===== config.mk =====
export PLATFORM = sky130hd
export DESIGN_NAME = cache_bus_axi_bridge
export DESIGN_NICKNAME = d
export VERILOG_FILES = /design/src/rtl/cache_bus_axi_bridge.sv
export SDC_FILE = /design/constraint.sdc
export NUM_CORES = 1
export LEC_CHECK = 0
export ABC_AREA = 1
export CAP_MARGIN = 15
export CORE_AREA = 3 3 123 125
export DETAILED_ROUTE_END_ITERATION = 16
export DIE_AREA = 0 0 126 128
export GPL_TIMING_DRIVEN = 0
export SYNTH_ARGS = -nofsm -noshare
export SYNTH_HDL_FRONTEND = slang
export SYNTH_SLANG_ARGS = --single-unit

===== constraint.sdc =====
create_clock -name clk -period 2.4 [get_ports clk]
set_clock_uncertainty 0.05 [all_clocks]
set_input_delay 0.48 -clock clk [delete_from_list [all_inputs] [get_ports clk]]
set_output_delay 0.48 -clock clk [all_outputs]
set_load 0.02 [all_outputs]

===== src/rtl/cache_bus_axi_bridge.sv =====
// Cache bus to AXI4 master bridge: one outstanding transaction, single-beat or BURST_LEN-beat INCR bursts.
// Optional AXI error-response counter enabled by defining CACHE_BUS_AXI_ERR_CNT_EN.
module cache_bus_axi_bridge #(
    parameter int         BURST_LEN = 4,
    parameter logic [3:0] AXI_ID    = 4'd0
) (
    input  logic        clk,
    input  logic        rst_n,
    input  logic        req_valid_i,
    input  logic        req_write_i,
    input  logic        req_burst_i,
    input  logic        req_cached_i,
    input  logic [31:0] req_addr_i,
    input  logic [31:0] req_w_data_i,
    input  logic [3:0]  req_data_strobe_i,
    input  logic        req_data_ok_i,
    input  logic        req_data_last_i,
    output logic        resp_ready_o,
    output logic [31:0] resp_r_data_o,
    output logic        resp_data_ok_o,
    output logic        resp_data_last_o,
    output logic [3:0]  arid,
    output logic [31:0] araddr,
    output logic [7:0]  arlen,
    output logic [2:0]  arsize,
    output logic [1:0]  arburst,
    output logic [3:0]  arcache,
    output logic        arvalid,
    input  logic        arready,
    input  logic [3:0]  rid,
    input  logic [31:0] rdata,
    input  logic [1:0]  rresp,
    input  logic        rlast,
    input  logic        rvalid,
    output logic        rready,
    output logic [3:0]  awid,
    output logic [31:0] awaddr,
    output logic [7:0]  awlen,
    output logic [2:0]  awsize,
    output logic [1:0]  awburst,
    output logic [3:0]  awcache,
    output logic        awvalid,
    input  logic        awready,
    output logic [31:0] wdata,
    output logic [3:0]  wstrb,
    output logic        wlast,
    output logic        wvalid,
    input  logic        wready,
    input  logic [3:0]  bid,
    input  logic [1:0]  bresp,
    input  logic        bvalid,
    output logic        bready,
    output logic [15:0] err_cnt_o
);

    typedef enum logic [2:0] {
        S_IDLE, S_AR, S_R, S_AW, S_W, S_B, S_WACK
    } state_t;

    state_t      r_state;
    state_t      w_next;
    logic [31:0] r_addr;
    logic        r_write;
    logic        r_burst;
    logic        r_cached;
    logic [7:0]  w_len;
    logic [3:0]  w_cache;

    always_ff @(posedge clk) begin
        if (!rst_n) r_state <= S_IDLE;
        else        r_state <= w_next;
    end

    // Request attributes are data-path state; only the FSM needs reset.
    always_ff @(posedge clk) begin
        if (r_state == S_IDLE && req_valid_i) begin
            r_addr   <= req_addr_i;
            r_write  <= req_write_i;
            r_burst  <= req_burst_i;
            r_cached <= req_cached_i;
        end
    end

    assign w_len   = r_burst ? 8'(BURST_LEN - 1) : 8'd0;
    assign w_cache = r_cached ? 4'b1111 : 4'b0000;

    always_comb begin
        w_next           = r_state;
        resp_ready_o     = 1'b0;
        resp_r_data_o    = 32'd0;
        resp_data_ok_o   = 1'b0;
        resp_data_last_o = 1'b0;
        arid             = 4'd0;
        araddr           = 32'd0;
        arlen            = 8'd0;
        arsize           = 3'd0;
        arburst          = 2'd0;
        arcache          = 4'd0;
        arvalid          = 1'b0;
        rready           = 1'b0;
        awid             = 4'd0;
        awaddr           = 32'd0;
        awlen            = 8'd0;
        awsize           = 3'd0;
        awburst          = 2'd0;
        awcache          = 4'd0;
        awvalid          = 1'b0;
        wdata            = 32'd0;
        wstrb            = 4'd0;
        wlast            = 1'b0;
        wvalid           = 1'b0;
        bready           = 1'b0;
        case (r_state)
            S_IDLE: begin
                resp_ready_o = 1'b1;
                if (req_valid_i) w_next = req_write_i ? S_AW : S_AR;
            end
            S_AR: begin
                arid    = AXI_ID;
                araddr  = r_addr;
                arlen   = w_len;
                arsize  = 3'b010;
                arburst = 2'b01;
                arcache = w_cache;
                arvalid = 1'b1;
                if (arready) w_next = S_R;
            end
            S_R: begin
                resp_data_ok_o   = rvalid;
                resp_r_data_o    = rdata;
                resp_data_last_o = rlast;
                rready           = req_data_ok_i;
                if (rvalid && req_data_ok_i && rlast) w_next = S_IDLE;
            end
            S_AW: begin
                awid    = AXI_ID;
                awaddr  = r_addr;
                awlen   = w_len;
                awsize  = 3'b010;
                awburst = 2'b01;
                awcache = w_cache;
                awvalid = 1'b1;
                if (awready) w_next = S_W;
            end
            S_W: begin
                wvalid = req_data_ok_i;
                wdata  = req_w_data_i;
                wstrb  = req_data_strobe_i;
                wlast  = req_data_last_i;
                // The last beat is acknowledged only once the B response is back.
                resp_data_ok_o = wready && !req_data_last_i;
                if (req_data_ok_i && wready && req_data_last_i) w_next = S_B;
            end
            S_B: begin
                bready = 1'b1;
                if (bvalid) w_next = S_WACK;
            end
            S_WACK: begin
                resp_data_ok_o = 1'b1;
                w_next         = S_IDLE;
            end
            default: w_next = S_IDLE;
        endcase
    end

`ifdef CACHE_BUS_AXI_ERR_CNT_EN
    logic [15:0] r_err_cnt;
    logic        w_err_evt;

    assign w_err_evt = (r_state == S_R && rvalid && req_data_ok_i && rresp != 2'b00) ||
                       (r_state == S_B && bvalid && bresp != 2'b00);

    always_ff @(posedge clk) begin
        if (!rst_n)                                r_err_cnt <= 16'd0;
        else if (w_err_evt && r_err_cnt != 16'hFFFF) r_err_cnt <= r_err_cnt + 16'd1;
    end

    assign err_cnt_o = r_err_cnt;

    logic w_unused;
    assign w_unused = ^{rid, bid, r_write};
`else
    assign err_cnt_o = 16'd0;

    logic w_unused;
    assign w_unused = ^{rid, bid, rresp, bresp, r_write};
`endif

endmodule


# Yosys cells after proc, flatten, opt, wreduce, memory -nomap -nowiden
# Index checks and enable logic that the tools add are counted.
word_totals:
  ff_bits: 37
  input_bits: 126
  out_inout_bits: 199
  elab_cells: 57
op_classes:
  n_eq_ne: 12
  mux: 32
  reduce_logical: 9
ops:
  columns: ["cell", "n"]
  rows:
  - ["$mux W32", 4]
  - ["$mux W3", 6]
  - ["$pmux W3 S6", 1]
  - ["$mux W4", 4]
  - ["$mux W2", 6]
  - ["$ne A2 B2 Y1 const B", 6]
  - ["$mux W1", 10]
  - ["$eq A3 B3 Y1 const B", 3]
  - ["$eq A3 B2 Y1 const B", 2]
  - ["$logic_and A1 B1 Y1", 6]
  - ["$reduce_and A6 Y1", 1]
  - ["$eq A3 B1 Y1 const B", 1]
  - ["$logic_not A3 Y1", 1]
  - ["$pmux W1 S3", 1]
  - ["$logic_not A1 Y1", 1]

# Depth between registers and ports, before layout
# Gate-level depths: netlist of run 1.
depth:
  ltp_word: 4
  ltp_mapped: 9
  depth_no_buf: 8

# Worst setup path after synthesis of run 1
# OpenSTA, ideal clock, no wires.
synth_timing:
  path_type: "register to register"
  start: "reg r_state[0]"
  end: "reg r_addr[0] (enable)"
  setup_ps: 425
  arrival_time_ps: 2088
  required_ps: 1925
  path_slack_ps: -163
  stages_incl_launch_ff: 5
  n_path_buf: 1
  synth_period_minus_slack_ps: 2563
  cell_sequence: "dfxtp_1 buf_6 nor2_4 nand2_1 nor2_1"
synth_between:
  elab_chain_cells: 2
synth_rtl:
  columns: ["item", "line_no", "text"]
  rows:
  - ["start: declaration", "60", "state_t r_state;"]
  - ["start signal: assignment", "71", "else r_state <= w_next;"]
  - ["$logic_not A3 Y1", "76", "if (r_state == S_IDLE && req_valid_i) begin"]
  - ["$logic_and A1 B1 Y1", "76", null]
  - ["end signal: assignment", "77", "r_addr <= req_addr_i;"]
  - ["end: declaration", "62", "logic [31:0] r_addr;"]
# Every way passes these cells.
# A chain may end at the register's enable or synchronous reset.

# Final worst setup path of run 1
layout_timing:
  start: "reg r_state[2]"
  end: "out awlen[1]"
layout_between:
  elab_chain_cells: 2
layout_rtl:
  columns: ["item", "line_no", "text"]
  rows:
  - ["$eq A3 B2 Y1", "113", "case (r_state)"]
  - ["$mux W2", "113", null]
  - ["end: declaration", "38", "output logic [7:0] awlen,"]
# Every way passes these cells.

==> key figures, run 1 <==
Outcome
  – Status: complete, no violations

Die
  – Starting Density: 0.1995
  – CORE AREA: roughly 14000 sq um
  – Die Y: 128 um
  – Die X: 126 um
  – Io pins: 325
  – Row cnt: 43
  – Full die area: around 16000 sq um

Critical path
  – Worst EP arrival: about 1.8 ns
  – Crit. End Element: primary output
  – Startpoint Class: flop
  – Required @ worst endpoint: 1.87 ns
  – Setup CP Type: flop to primary output
  – CP max FO: 8

Drt
  – Drt pass-1 iters: 4
  – Routed wire length: approximately 12 mm
  – Via count: approximately 3300
  – Vias per std cell: 3.605
  – Post-route DRC violation count: 0
  – Drt initial violations: 88
  – Antenna Nets Post-Route: 0
  – Mean routed wirelength per cell: between 10 and 15 um

Timing
  – Final Critical Period: 2.322 ns
  – Slew headroom: 0.3334
  – RSZ-0062 raised after global routing: false
  – Count of final setup violators: 0
  – Pins Over Slew Limit: 0
  – Tightest Pin Transition: 0.9975 ns
  – Hold Fails Final Rpt: 0
  – Max Fclk: approximately 0.43 GHz
  – Fin crit share: 0.9676

Layout
  – Nets: 848
  – Share of cells above drive strength 1: 0.1452
  – Cell Count, Final, Fillers Out: 903
  – FF/Latch Area: between 1000 and 1500 sq um
  – Design Area, Final: 5936 sq um
  – ANT cells: 0
  – Area of the multi-input gates: 979.7 sq um
  – Layout Utilization: 0.4243
  – Layout area overhead: 112.7%
  – Fill cells: 1438

Power
  – Pwr Density: 704.7 nW/um^2
  – Peak supply drop: 0.6430 mV
  – Leakage: 3.610 nW

Logic synthesis
  – Sequential fraction of the synthesis area: 0.3874
  – Gate Count Post-Synth: 400
  – Flops & latches, synth: 37
  – Post-Syn Area: roughly 2800 sq um
  – Cell variety after synth: 19
  – Fraction of registers with async set/reset: 0
  – Yosys warning count: 0
  – Synth Flop Type: edfxtp_1
  – Post-Syn Area per Cell: 6.975 sq um
  – Post-synth EDFFs: 34

CTS
  – CTS Sinks: 37
  – H-tree levels: 2
  – Worst-Skew Late Latency: 0.27 ns
  – Hold buffers post-CTS: 0
  – Root Driver: clkbuf_16
  – Reg clk slew, reported paths: 0.05 ns
  – CTS buffer count: 5
  – Clock Tree Buf Depth: 2
  – CTS tree: yes

Global route
  – Initial antenna violation count: 0
  – First-pass GRT wire length: 17.64 mm
  – GRT Resource Usage Total: 0.1363
  – Total grt overflow: 0
  – Vias in the first global route: 3291
  – Pin count of the biggest net entering global routing: 35

Hold path
  – Worst Hold Class: flop to flop

Place
  – Placed Instance Area: 5879 sq um
  – DPL Wire Length: 9.807 mm
  – Placed Cells: 891
  – Port Buffer Count: 270
  – Gpl congestion: around 0.88

Job
  – Max-cap viol count: 0
-- report_power, final --
| group | internal [mW] | leakage (nW) | switching, mW | total, mW |
|---|---|---|---|---|
| clock | 0.381 | 0.0693 | 0.254 | 0.635 |
| combinational | 1.00 | 3.20 | 1.60 | 2.60 |
| sequential | 0.902 | 0.344 | 0.0473 | 0.950 |
-- kinds of logic after synthesis --
family                 Yosys count  synth area share
buffers and inverters          183            0.3336
AND/OR/NAND/NOR                175            0.2691
flip-flops                      37            0.3874
AO/OA/AOI/OAI                    4          0.008519
other                            1          0.001344
-- worst max-delay path, cell delays in order, from the launching register on --
cell	delay, ns
dfxtp_1	0.34
inv_4	0.14
nand3_4	0.17
nor2_4	0.15
buf_4	0.12
clkdlybuf4s50_1	0.59
-- area by class of cell --
| type | instances | area share |
|---|---|---|
| Multi-Input combinational cell | 222 | 0.1651 |
| Clock buffer | 5 | 0.02108 |
| Inverter | 114 | 0.07293 |
| Clock inverter | 3 | 0.002740 |
| Tap cell | 180 | 0.03794 |
| Buffer | 69 | 0.08579 |
| Timing Repair Buffer | 273 | 0.4323 |
| Sequential cell | 37 | 0.1821 |
-- routing by layer --
metal	track usage	share of wire
met1	0.1483	0.37
met2	0.2604	0.53
met3	0.04125	0.090
met4	0.02839	0.0096
met5	0	0
-- per-stage QoR --
stage               worst slack, ns  hold slack (ns)  setup TNS, ns  power, mW
floorplan                    0.3963           0.5289              0      2.495
global placement            -0.3819           0.6315         -12.96      3.782
detailed placement         -0.07703           0.6458       -0.07703      3.811
CTS                       -0.006656           0.6367      -0.006656      4.244
global route               0.002190           0.6889              0      4.486
finish                      0.07783           0.6388              0      4.183
-- final timing paths --
path	startpoint	endpoint	slack, ns	cells after the start
min	r_state[2]	r_state[2]	0.64	4
min reg2reg	r_state[2]	r_state[2]	0.64	4
max	r_state[2]	awlen[1]	0.08	5
max reg2reg	r_state[0]	r_addr[22]	0.47	4
-- Yosys cell counts, types with 2 or more instances --
| master | number | area (sq um) |
|---|---|---|
| nor2_1 | 150 | 563.0 |
| inv_1 | 110 | 412.9 |
| buf_4 | 54 | 405.4 |
| edfxtp_1 | 34 | 1021 |
| nand2_1 | 11 | 41.29 |
| buf_2 | 7 | 35.03 |
| nor2_2 | 6 | 37.54 |
| buf_6 | 4 | 45.04 |
| clkbuf_1 | 4 | 15.01 |
| nand3_4 | 4 | 70.07 |
| dfxtp_1 | 3 | 60.06 |
| inv_2 | 3 | 11.26 |
| nor2_4 | 3 | 33.78 |
| o21ai_0 | 2 | 10.01 |
-- state kept, by name, indices dropped and copies added, names as in the netlist --
| signal | cells |
|---|---|
| r_cached | 1 |
| r_state | 3 |
| r_burst | 1 |
| r_addr | 32 |
-- repair_timing --
| action | 4_1_cts | 5_1_grt |
|---|---|---|
| setup endpoints to repair | 138 | 13 |
| buffers inserted | 2 | 1 |
| cloned | 1 | 0 |
| gates resized for setup | 143 | 13 |
| pin swaps | 1 | 0 |
-- layout by cell type (no fill, tap or decap) --
master             n
nor2_1           145
clkdlybuf4s50_1  129
dlygate4sd2_1    129
inv_1            110
buf_4             62
conb_1            42
edfxtp_1          34
nand2_1           11
nor2_4             8
buf_2              6
nor2_2             6
dlymetal6s2s_1     6
clkbuf_16          5
buf_6              4
nand3_4            4
dfxtp_1            3
inv_2              2
inv_4              2
clkbuf_4           2
clkbuf_2           2
o21ai_0            2
clkinv_1           2
nand3_1            1
a21oi_1            1
o32ai_1            1
clkbuf_1           1
inv_6              1
nand3_2            1
clkdlybuf4s15_1    1
Note: power is estimated with default switching activity, not from simulation.
==> run 2: changes to the inputs <==
Settings changed: CORE_AREA 3 3 123 125 to 3 3 124 126, DIE_AREA 0 0 126 128 to 0 0 127 129, DONT_BUFFER_PORTS set to 1.
==> run 2 against run 1 <==
- first-iteration DRC count increased by 11%
- clock power down 2%
- sequential share of layout area up 14 points
- worst setup slack improved by 0.056 ns
- global-route usage shrank 5.0 points
- routed wire length fell by 28%
- combinational power down 30%
- maximum frequency grew 2.5%
==> key figures, run 2 (same netlist as run 1, synthesis figures left out) <==
Job
  – Max-cap viol count: 0

Power
  – Leakage: 1.917 nW
  – Peak supply drop: 0.4343 mV
  – Pwr Density: slightly above 1000 nW/um^2
  – Total Power: 3.388 mW

Timing
  – Total negative slack: 0 ns
  – RSZ-0062 raised after global routing: false
  – Max Fclk: 0.4413 GHz
  – Pins Over Slew Limit: 0
  – Slew headroom: 0.4796
  – Count of final setup violators: 0
  – Hold Fails Final Rpt: 0
  – Final hold slack: 0.2487 ns
  – Tightest Pin Transition: 0.7783 ns
  – Final Critical Period: 2.266 ns
  – Fin crit share: 0.9441

Global route
  – Pin count of the biggest net entering global routing: 35
  – GRT Resource Usage Total: 0.08626
  – Initial antenna violation count: 0
  – Total grt overflow: 0
  – First-pass GRT wire length: approximately 11 mm
  – Vias in the first global route: 1857

Place
  – Port Buffer Count: 0
  – DPL Wire Length: 7.167 mm
  – Placed Instance Area: 3202 sq um
  – Gpl congestion: 0.7431

Layout
  – Most frequent cells in the layout: 147 x nor2_1, 110 x inv_1, 54 x buf_4
  – Number of flip-flops in the largest register: 32
  – Most common cell after layout, fill and taps aside: nor2_1
  – Largest registers: r_addr: 32 flops, r_state: 3 flops
  – ANT cells: 0
  – Nets: 575
  – Design Area, Final: 3346 sq um
  – Layout area overhead: 19.91%
  – Fill cells: 1590
  – Most flop-heavy register: r_addr
  – Share of cells above drive strength 1: 0.2071

Die
  – Die X: between 100 and 150 um
  – Full die area: between 15000 and 20000 sq um
  – Io pins: 325
  – Starting Density: 0.1934
  – CORE AREA: 14420 sq um
  – Die Y: about 130 um
  – Row cnt: 44

CTS
  – Hold buffers post-CTS: 0
  – Worst-Skew Late Latency: around 0.27 ns
  – CTS Sinks: 37
  – Clock Tree Buf Depth: 2
  – Reg clk slew, reported paths: 0.06 ns
  – CTS tree: yes
  – Setup Fix Bufs, Post-CTS: 0
  – H-tree levels: 2
  – CTS buffer count: 5
  – Root Driver: clkbuf_16

Drt
  – Mean routed wirelength per cell: 13.25 um
  – Drt initial violations: 98
  – Via count: 2303
  – Antenna Nets Post-Route: 0
  – Drt pass-1 iters: 6
  – Post-route DRC violation count: 0
  – Vias per std cell: around 3.6
  – Routed wire length: around 8.4 mm

Critical path
  – Required @ worst endpoint: 1.87 ns
  – Setup CP Type: flop to primary output
  – Startpoint Class: flop
  – CP max FO: 10
  – Worst EP arrival: between 1.5 and 2 ns
  – Crit. End Element: primary output

Hold path
  – Worst Hold Class: input pin to flop

Outcome
  – Status: complete, no violations
## run 2: final cells by class
class                      count  area (sq um)  area share
buffer                        69         501.7      0.1500
clock buffer                   6         128.9     0.03852
clock inverter                 1         8.758    0.002618
inverter                     114         430.4      0.1286
multi-input combinational    221         944.7      0.2823
sequential                    37          1081      0.3231
tap                          184         230.2     0.06881
timing repair buffer           1         20.02    0.005984
## run 2: path summary, 6_finish.rpt
| path | startpoint | to | slack [ns] | cells past startpoint |
|---|---|---|---|---|
| worst min-delay path | req_addr_i[15] | r_addr[15] | 0.25 | 0 |
| worst max register to register | r_state[0] | r_cached | 0.97 | 5 |
| worst max-delay path | r_state[2] | resp_r_data_o[7] | 0.13 | 4 |
| worst min register to register | r_state[1] | r_state[1] | 0.65 | 5 |
## run 2: repair_timing
item                       4_1_cts  5_1_grt
gates resized for setup          0        4
hold endpoints to repair         0        0
setup endpoints to repair        0        8
## run 2: where the power goes
part | internal (mW) | switching, mW
Clock | 0.381 | 0.240
Combinational | 0.397 | 1.43
Sequential | 0.899 | 0.0432
Total | 1.68 | 1.71
## run 2: routing by layer
metal / global-route usage / vias up / part of all wire / wire length, um
met2: 0.1510 / 172 / 0.51 / 4272
met1: 0.1085 / 1004 / 0.39 / 3287
met4: 0.02082 / 0 / 0.0081 / 68
li1: - / 1121 / - / -
met5: 0 / - / 0 / 0
met3: 0.01868 / 6 / 0.090 / 758
## run 2: critical path, cell delays in order (launching register included)
cell and delay (ns):
dfxtp_1 0.33, inv_2 0.18, nand3_4 0.15, buf_2 0.23, nor2_1 0.56
## run 2: stage by stage
stage	utilization	cells	worst slack [ns]
3_5_place_dp	0.2220	626	0.3483
6_report	0.2320	633	0.1341
4_1_cts	0.2315	633	0.03541
3_3_place_gp	0.2202	625	-0.06930
2_1_floorplan	-	441	0.3963
5_1_grt	0.2320	633	0.006134
==> run 3: changes to the inputs <==
Settings changed: CTS_CLUSTER_SIZE set to 40.
==> results of run 3 <==
No change in the layout: final DEF, timing and power equal those of run 2.
